==> config.mk <==
export PLATFORM = sky130hd
export DESIGN_NAME = mult_ctrl
export DESIGN_NICKNAME = d
export VERILOG_FILES = /design/src/rtl/mult_ctrl_pkg.sv /design/src/rtl/mult_ctrl_ct_counter.sv /design/src/rtl/mult_ctrl.sv
export SDC_FILE = /design/constraint.sdc
export NUM_CORES = 1
export LEC_CHECK = 0
export CAP_MARGIN = 20
export CORE_MARGIN = 8
export CORE_UTILIZATION = 36
export DETAILED_ROUTE_END_ITERATION = 16
export PLACE_DENSITY = 0.81
export SYNTH_ARGS = -nofsm -noshare
export SYNTH_HDL_FRONTEND = slang
export SYNTH_HIERARCHICAL = 1
export SYNTH_SLANG_ARGS = --single-unit
==> constraint.sdc <==
create_clock -name clk -period 1.2 [get_ports clk]
set_input_delay 0.3 -clock clk [delete_from_list [all_inputs] [get_ports clk]]
set_output_delay 0.3 -clock clk [all_outputs]
set_load 0.01 [all_outputs]
==> src/rtl/mult_ctrl_pkg.sv <==
// Shared definitions for the Booth multiplier sequencer and its shift counter.
package mult_ctrl_pkg;

  typedef enum logic [1:0] {
    S_IDLE = 2'd0,
    S_RUN  = 2'd1,
    S_DONE = 2'd2
  } state_e;

  localparam int          NCYC_DEF = 32;
  localparam logic [31:0] INT_MIN  = 32'h8000_0000;

  // Negating INT_MIN wraps in the datapath; only a multiplier of 0 or 1 keeps the product in range.
  function automatic logic is_min_case(input logic [31:0] a, input logic [31:0] b);
    return (a == INT_MIN) && (b != 32'd0) && (b != 32'd1);
  endfunction

endpackage

==> src/rtl/mult_ctrl_ct_counter.sv <==
// Shift counter for the multiplier: synchronous clear/enable with a terminal-count flag.
module ct_counter
  import mult_ctrl_pkg::*;
#(
  parameter int NCYC = NCYC_DEF,
  localparam int CW  = $clog2(NCYC)
) (
  input  logic          clk,
  input  logic          rst,
  input  logic          clr,
  input  logic          en,
  output logic [CW-1:0] count,
  output logic          tc
);

  logic [CW-1:0] count_q;
  logic [CW-1:0] count_d;

  always_comb begin
    count_d = count_q;
    if (clr) begin
      count_d = '0;
    end else if (en) begin
      count_d = count_q + CW'(1);
    end
  end

  always_ff @(posedge clk) begin
    if (rst) begin
      count_q <= '0;
    end else begin
      count_q <= count_d;
    end
  end

  assign count = count_q;
  assign tc    = (count_q == CW'(NCYC - 1));

endmodule

==> src/rtl/mult_ctrl.sv <==
// Sequencer for the iterative Booth multiplier: latches operands, steps the shift count,
// gathers per-cycle overflow and captures the final product.
module mult_ctrl
  import mult_ctrl_pkg::*;
#(
  parameter int NCYC = NCYC_DEF,
  localparam int CW  = $clog2(NCYC)
) (
  input  logic          clk,
  input  logic          rst,
  input  logic          start,
  input  logic [31:0]   opA,
  input  logic [31:0]   opB,
  output logic [31:0]   dp_A,
  output logic [31:0]   dp_B,
  output logic [CW-1:0] dp_ct,
  output logic          dp_clr,
  input  logic [31:0]   dp_result,
  input  logic          dp_ovf,
  output logic          busy,
  output logic          rdy,
  output logic [31:0]   result,
  output logic          exc
);

  state_e      state_q, state_d;
  logic [31:0] a_q, a_d;
  logic [31:0] b_q, b_d;
  logic        sticky_q, sticky_d;
  logic        min_q, min_d;
  logic [31:0] result_q, result_d;
  logic        exc_q, exc_d;
  logic        rdy_q, rdy_d;

  logic [CW-1:0] ct_count;
  logic          ct_tc;

  ct_counter #(.NCYC(NCYC)) u_ct (
    .clk   (clk),
    .rst   (rst),
    .clr   (state_q == S_IDLE),
    .en    (state_q == S_RUN),
    .count (ct_count),
    .tc    (ct_tc)
  );

  always_comb begin
    state_d  = state_q;
    a_d      = a_q;
    b_d      = b_q;
    sticky_d = sticky_q;
    min_d    = min_q;
    result_d = result_q;
    exc_d    = exc_q;
    rdy_d    = 1'b0;
    case (state_q)
      S_IDLE: begin
        if (start) begin
          a_d      = opA;
          b_d      = opB;
          sticky_d = 1'b0;
          min_d    = is_min_case(opA, opB);
          state_d  = S_RUN;
        end
      end
      S_RUN: begin
        sticky_d = sticky_q | dp_ovf;
        if (ct_tc) begin
          state_d = S_DONE;
        end
      end
      S_DONE: begin
        // The datapath's extra add this cycle is irrelevant; its value from the last RUN edge is captured.
        result_d = dp_result;
        exc_d    = sticky_q | min_q;
        rdy_d    = 1'b1;
        state_d  = S_IDLE;
      end
      default: begin
        state_d = S_IDLE;
      end
    endcase
  end

  always_ff @(posedge clk) begin
    if (rst) begin
      state_q  <= S_IDLE;
      a_q      <= '0;
      b_q      <= '0;
      sticky_q <= 1'b0;
      min_q    <= 1'b0;
      result_q <= '0;
      exc_q    <= 1'b0;
      rdy_q    <= 1'b0;
    end else begin
      state_q  <= state_d;
      a_q      <= a_d;
      b_q      <= b_d;
      sticky_q <= sticky_d;
      min_q    <= min_d;
      result_q <= result_d;
      exc_q    <= exc_d;
      rdy_q    <= rdy_d;
    end
  end

  // The counter has already wrapped by DONE, so the last shift count is held explicitly.
  always_comb begin
    dp_ct = '0;
    if (state_q == S_RUN) begin
      dp_ct = ct_count;
    end else if (state_q == S_DONE) begin
      dp_ct = CW'(NCYC - 1);
    end
  end

  assign dp_clr = (state_q == S_IDLE);
  assign busy   = (state_q != S_IDLE);
  assign dp_A   = a_q;
  assign dp_B   = b_q;
  assign rdy    = rdy_q;
  assign result = result_q;
  assign exc    = exc_q;

endmodule

==> metrics.md, run 1 <==
| Metric | Value |
|---|---|
| Run status | `finished, violations left` |
| Failing checks | `negative setup slack` |
| Max Slew Vio Count | `0` |
| Fraction of final layout cells sized beyond drive strength 1 | `0.6366` |
| Largest net degree at the start of global routing | `48` |
| Commonest cells after routing, fill and taps aside | `nand2_1 (100), clkdlybuf4s50_1 (94), dfxtp_2 (87), buf_2 (78), nand2_4 (71)` |
| Relative slew margins | `0.7065` |
| HPWL Detailed | `11.12 mm` |
| Fin Setup TNS | `-23.27 ns` |
| Area contributors post-synth | `dfxtp_1 (54%), nand2_1 (20%), a21oi_1 (13%)` |
| Post-DRT Antenna Nets | `0` |
| Setup crit end kind | `output port` |
| Port Buffers | `204` |
| Maximum vdd ir drop | `~710 µV` |
| Hold_ws | `0.3401 ns` |
| Crit Path Max Fanout | `5` |
| Area growth syn-to-layout | `110.1%` |
| DR iter-0 viols | `326` |
| Post-synthesis cell count | `500` |
| Clock buffer depth | `2` |
| Post-CTS Hold Buffers | `0` |
| Pwr/cell area | `roughly 1000 nW/µm²` |
| Min-delay worst type | `input pin to flip-flop` |
| Core area | `10,750 µm²` |
| Cell area after layout | `8279 µm²` |
| Synth Area in Compound Gates | `0.1296` |
| GRT overflow | `0` |
| Synth unique cells | `30` |
| Post-Syn Area | `3940 µm²` |
| Sequential fraction of the synthesis area | `0.5437` |
| Vias in the first global route | `4,874` |
| Cts bufs inserted | `9` |
| Vias per cell | `between 5 and 6` |
| Die height | `between 100 and 150 µm` |
| Sinks on Clock Net | `between 100 and 150` |
| Die area | `around 15,000 µm²` |
| Largest area contributor in the netlist | `dfxtp_1` |
| Clock latency on the worst-skew pair | `0.37 ns` |
| Mux share of post-synthesis cell area | `0.008892` |
| Crit path kind | `flip-flop to output port` |
| Ports | `205` |
| Worst Skew | `0.006439 ns` |
| Hold Violations, Final | `0` |
| Post-Synth Simple-Gate Area | `0.2664` |
| EDFF count, synth | `0` |
| Overall power | `0.008586 W` |
| Die width | `120.6 µm` |
| Fill cell count | `715` |
| Maximum clock rate | `between 600 and 700 MHz` |
| Final setup margin | `-0.4462 ns` |
| RD Place Congestion | `0.8471` |
| Post-Place Cell Area | `6490 µm²` |
| Clk slew on worst S/H paths | `about 0.09 ns` |
| Initial core utilization | `0.3667` |
| Reg area | `2270 µm²` |
| R2r setup slk | `-0.34 ns` |
| Crit share post-route | `1.372` |
| First-pass GRT wire length | `approximately 25 mm` |
| Mapped Nets | `around 600` |
| Initial DRT Pass Iterations | `5` |
| Most used DFF post-synth | `dfxtp_1` |
| Leak pwr | `~3.7 nW` |
| Root Driver | `clkbuf_8` |
| Startpoint Class | `flip-flop` |
| TritonCTS clock tree | `built` |
| DRC | `0` |
| Post-synthesis adder-cell area fraction | `0.006351` |
| CP required | `around 0.9 ns` |
| Share of the synthesized area in the top cell type | `0.5437` |
| Synth Register Bits | `107` |
| Largest family of logic cells by synthesized area | `simple AND/OR/NAND/NOR gates` |
| FFs w/ async S/R, synth | `0` |
| Synth warnings | `6` |
| H-tree Lvls | `3` |
| Commonest non-fill, non-tap cell in the layout | `nand2_1` |
| Final wirelength | `18.89 mm` |
| RSZ-0062 raised after global routing | `yes` |
| Final setup viols | `107` |
| Inserted Diodes | `0` |
| Vias | `4,783` |
| Worst-margin pin slew | `0.4403 ns` |
| Max_cap viols | `0` |
| Synth Area in XOR/XNOR | `0.002223` |
| GRT Overall Usage | `0.2174` |
| Area taken by multi-input logic gates | `around 2600 µm²` |
| Crit path time final | `between 1.5 and 2 ns` |
| Nets | `884` |
| Initial antenna violation count | `0` |
| Cell row count | `38` |
| Avg Inst Size Synth | `around 8 µm²` |
| Avg WL per Cell | `20.38 µm` |
| Arrival time at the worst endpoint | `between 1 and 1.5 ns` |
sequential cells by signal (all words and copies together), names as in the netlist:
signal	cells
rdy	1
result	32
state_q	2
sticky_q	1
min_q	1
exc	1
dp_A	32
u_ct/count	5
dp_B	32
critical path, cell delays in order, from the launching register on:
cell and delay, ns:
dfxtp_2 0.37, nor2b_4 0.17, buf_6 0.12, buf_6 0.12
nand2_2 0.05, nand2_2 0.07, buf_6 0.10
cells by family (layout without fill, tap and decap cells):
family / count (synthesis) / count (layout)
buf+inv: 36 / 322
mux: 3 / 3
fa+ha+maj: 2 / 2
simple gates: 250 / 251
compound gates: 101 / 101
flops: 107 / 107
xor+xnor: 1 / 1
where the power goes:
group	total, W	switching [W]	internal, W	leakage, nW
sequential	0.00383	0.000132	0.00370	0.914
clock	0.00268	0.00121	0.00147	0.131
combinational	0.00207	0.000943	0.00113	2.62
total	0.00859	0.00229	0.00630	3.67
area by class of cell:
type                       count  area share
sequential                   107      0.2741
clock inverter                 3    0.007859
tap                          140     0.02116
clock buffer                  13     0.02297
timing repair buffer         305      0.3561
multi-input combinational    358      0.3174
inverter                       1   0.0004534
timing repair:
item                                   CTS  global route
resized for setup                      562           296
setup endpoints to repair              202           123
endpoints found under the hold margin    0             0
pin swaps                               17           128
cloned                                  15             5
setup buffers                           18            19
worst paths after layout:
kind | from | endpoint | depth (start not counted)
hold / removal | opA[7] | dp_A[7] | 3
setup / recovery | state_q[0] | dp_ct[2] | 6
hold reg to reg | dp_A[24] | dp_A[24] | 2
setup reg to reg | state_q[1] | dp_B[24] | 8
cell usage after synthesis, types with 4 or more instances:
cell type and instances:
nor2_1 9, dfxtp_1 107, clkbuf_1 16, a21oi_1 99, nand4_1 4, nor3_1 6, buf_2 15, nor4_1 13
nand2_1 205
metrics by stage:
stage | instances | util | worst slack [ns]
after floorplan | 500 | - | -0.03575
after global placement | 864 | 0.6040 | -0.8380
after detailed placement | 864 | 0.6040 | -0.8522
after CTS | 913 | 0.6648 | -0.4229
after global routing | 927 | 0.7705 | -0.5149
final | 927 | 0.7705 | -0.4462
metal layers:
| metal | GRT usage | up-vias | part of all wire |
|---|---|---|---|
| li1 | - | 2211 | - |
| met1 | 0.2190 | 2270 | 0.35 |
| met2 | 0.3838 | 239 | 0.51 |
| met3 | 0.08065 | 63 | 0.095 |
| met4 | 0.1171 | 0 | 0.047 |
| met5 | 0 | - | 0 |
Note: power is estimated with default switching activity, not from simulation.
==> inputs of run 2 (changes only) <==
--- a/config.mk
+++ b/config.mk
@@ -6,7 +6,6 @@
 export NUM_CORES = 1
 export LEC_CHECK = 0
 export CAP_MARGIN = 20
-export CORE_MARGIN = 8
 export CORE_UTILIZATION = 36
 export DETAILED_ROUTE_END_ITERATION = 16
 export PLACE_DENSITY = 0.81
==> run 2 against run 1 <==
  * The flow still finishes with violations (negative setup slack)
  * Hold slack worse by 0.029 ns
  * Sequential power fell by 2%
  * Routed wire length decreased by 17%
  * Design area fell by 7.8%
  * Power shrank 9.3%
  * Sequential share of layout area grew 2.1 points
  * Critical path type unchanged
  * Critical endpoint is now dp_ct[3]
  * Highest routed layer unchanged
==> metrics.md, run 2 (synthesis results as in run 1) <==
| Metric | Value |
|---|---|
| Run status | `finished, violations left (unchanged)` |
| Failing checks | `negative setup slack (unchanged)` |
| Clk slew on worst S/H paths | `0.09 ns (about the same)` |
| Final wirelength | `15.60 mm (was 18.89 mm)` |
| Initial DRT Pass Iterations | `4 (was 5)` |
| Max_cap viols | `0 (unchanged)` |
| Core area | `10,460 µm² (was 10,750 µm²)` |
| Final setup viols | `79 (was 107)` |
| RD Place Congestion | `0.8032 (was 0.8471)` |
| Nets | `866 (was 884)` |
| Cts bufs inserted | `9 (unchanged)` |
| Commonest cells after routing, fill and taps aside | `nand2_1 (130), buf_2 (103), clkdlybuf4s50_1 (97), dfxtp_2 (82), a21oi_2 (67) (was nand2_1 (100), clkdlybuf4s50_1 (94), dfxtp_2 (87), buf_2 (78), nand2_4 (71))` |
| Port Buffers | `204 (unchanged)` |
| Sinks on Clock Net | `107 (unchanged)` |
| Die height | `106.6 µm (was 120.6 µm)` |
| Die area | `11,370 µm² (was 14,550 µm²)` |
| GRT overflow | `0 (unchanged)` |
| Die width | `106.6 µm (was 120.6 µm)` |
| Vias | `4,585 (was 4,783)` |
| H-tree Lvls | `3 (unchanged)` |
| Pre-CTS WS | `-0.6913 ns (was -0.8522 ns)` |
| Hold_ws | `0.3114 ns (was 0.3401 ns)` |
| Worst-path cell chain | `nor2b_4, buf_6, nand2_2, nand2_1, buf_2 (was nor2b_4, buf_6, buf_6, nand2_2, nand2_2, buf_6)` |
| Initial antenna violation count | `0 (unchanged)` |
| Clock latency on the worst-skew pair | `0.37 ns (about the same)` |
| TritonCTS clock tree | `built (unchanged)` |
| Leak pwr | `3.359 nW (was 3.668 nW)` |
| Crit Path Max Fanout | `8 (was 5)` |
| DRC | `0 (unchanged)` |
| GRT Overall Usage | `0.2482 (was 0.2174)` |
| Min-delay worst type | `input pin to flip-flop (unchanged)` |
| Area growth syn-to-layout | `93.68% (was 110.1%)` |
| Largest net degree at the start of global routing | `53 (was 48)` |
| Critical-path top delay cell | `dfxtp_2 (unchanged)` |
| Arrival time at the worst endpoint | `1.23 ns (was 1.35 ns)` |
| Vias in the first global route | `4,663 (was 4,874)` |
| Initial core utilization | `0.3766 (was 0.3667)` |
| Final setup margin | `-0.3337 ns (was -0.4462 ns)` |
| Avg WL per Cell | `17.24 µm (was 20.38 µm)` |
| Startpoint Class | `flip-flop (unchanged)` |
| HPWL Detailed | `9.085 mm (was 11.12 mm)` |
| First-pass GRT wire length | `22.43 mm (was 25.10 mm)` |
| Crit path time final | `1.534 ns (was 1.646 ns)` |
| Ports | `205 (unchanged)` |
| Post-DRT Antenna Nets | `0 (unchanged)` |
| Maximum clock rate | `652.0 MHz (was 607.4 MHz)` |
| Root Driver | `clkbuf_8 (unchanged)` |
| Worst Skew | `0.02074 ns (was 0.006439 ns)` |
| Relative slew margins | `0.6328 (was 0.7065)` |
| Placed insts | `850 (was 864)` |
| Cell row count | `37 (was 38)` |
| DR iter-0 viols | `229 (was 326)` |
| Max Slew Vio Count | `0 (unchanged)` |
| CP peak stage delay | `0.36 ns (was 0.37 ns)` |
| CP required | `0.90 ns (about the same)` |
| Crit share post-route | `1.278 (was 1.372)` |
| Hold Violations, Final | `0 (unchanged)` |
| Inserted Diodes | `0 (unchanged)` |
| Commonest non-fill, non-tap cell in the layout | `nand2_1 (unchanged)` |
| Clock buffer depth | `2 (unchanged)` |
| Vias per cell | `5.066 (was 5.160)` |
| Crit path kind | `flip-flop to output port (unchanged)` |
| Pwr/cell area | `1021 nW/µm² (was 1037 nW/µm²)` |
| Final Non-Filler Cells | `905 (was 927)` |
| Maximum vdd ir drop | `626.1 µV (was 712.8 µV)` |
| Worst-margin pin slew | `0.5509 ns (was 0.4403 ns)` |
| RSZ-0062 raised after global routing | `yes (unchanged)` |
| Fraction of final layout cells sized beyond drive strength 1 | `0.5800 (was 0.6366)` |
| Post-CTS Hold Buffers | `0 (unchanged)` |
| Setup crit end kind | `output port (unchanged)` |
==> run 2: changes by cell type in the layout (fill, tap and decap cells not counted), sizes merged <==
cell | before | now
buf | 202 | 185
bufinv | 2 | 1
clkbuf | 18 | 16
clkdlybuf4s50 | 94 | 97
clkinv | 1 | 0
clkinvlp | 0 | 3
dlygate4sd2 | 4 | 1
==> run 2: final timing paths <==
path | start | end | slack (ns) | cells past startpoint
worst min-delay path | rst | state_q[0] | 0.31 | 3
worst max-delay path | state_q[0] | dp_ct[3] | -0.33 | 5
worst max register to register | state_q[1] | min_q | -0.30 | 6
worst min register to register | dp_B[21] | dp_B[21] | 0.45 | 2
==> run 2: area by class of cell <==
type | instances | area (µm²)
inverters | 1 | 3.754
clock buffers | 12 | 135.1
well taps | 136 | 170.2
repair buffers | 287 | 2539
flip-flops and latches | 107 | 2252
fillers | 754 | 2831
clock inverters | 4 | 52.55
multi-input cells | 358 | 2479
==> run 2: timing repair <==
action / 4_1_cts / 5_1_grt
resized for setup: 642 / 119
buffers inserted: 24 / 4
pin swaps: 76 / 88
hold endpoints to repair: 0 / 0
cloned: 10 / 7
setup endpoints to repair: 202 / 110
==> run 2: where the power goes <==
part / internal, W / switching (W)
registers: 0.00370 / 0.0000758
clock network: 0.000971 / 0.00122
logic: 0.000954 / 0.000870
total: 0.00562 / 0.00217
==> run 2: critical path, delay by kind of cell (launching register included) <==
family	cells	cell delay, ns
and+or+nand+nor	3	0.26
buffers and inverters	2	0.27
DFF	1	0.36
==> run 2: through the flow <==
step	TNS [ns]	power, W	utilization	area (µm²)
final	-15.77	0.007790	0.7294	7631
after global routing	-21.14	0.008074	0.7294	7631
after CTS	-18.03	0.007563	0.6837	7153
after detailed placement	-37.46	0.005071	0.6150	6435
after global placement	-32.10	0.005040	0.6150	6435
after floorplan	-1.695	0.004237	-	3974
==> run 2: metal layers <==
metal | vias up | GRT usage | routed length [µm]
met3 | 46 | 0.04498 | 876
met5 | - | 0 | 0
met1 | 2169 | 0.2673 | 5876
met4 | 0 | 0.09785 | 549
met2 | 192 | 0.4742 | 8298
li1 | 2178 | - | -
==> inputs of run 3 (changes only) <==
--- a/config.mk
+++ b/config.mk
@@ -7,6 +7,7 @@
 export LEC_CHECK = 0
 export CAP_MARGIN = 20
 export CORE_UTILIZATION = 36
+export CTS_CLUSTER_SIZE = 16
 export DETAILED_ROUTE_END_ITERATION = 16
 export PLACE_DENSITY = 0.81
 export SYNTH_ARGS = -nofsm -noshare
==> results of run 3 <==
Same layout as run 2: the final DEF is identical, and so are final timing and power.
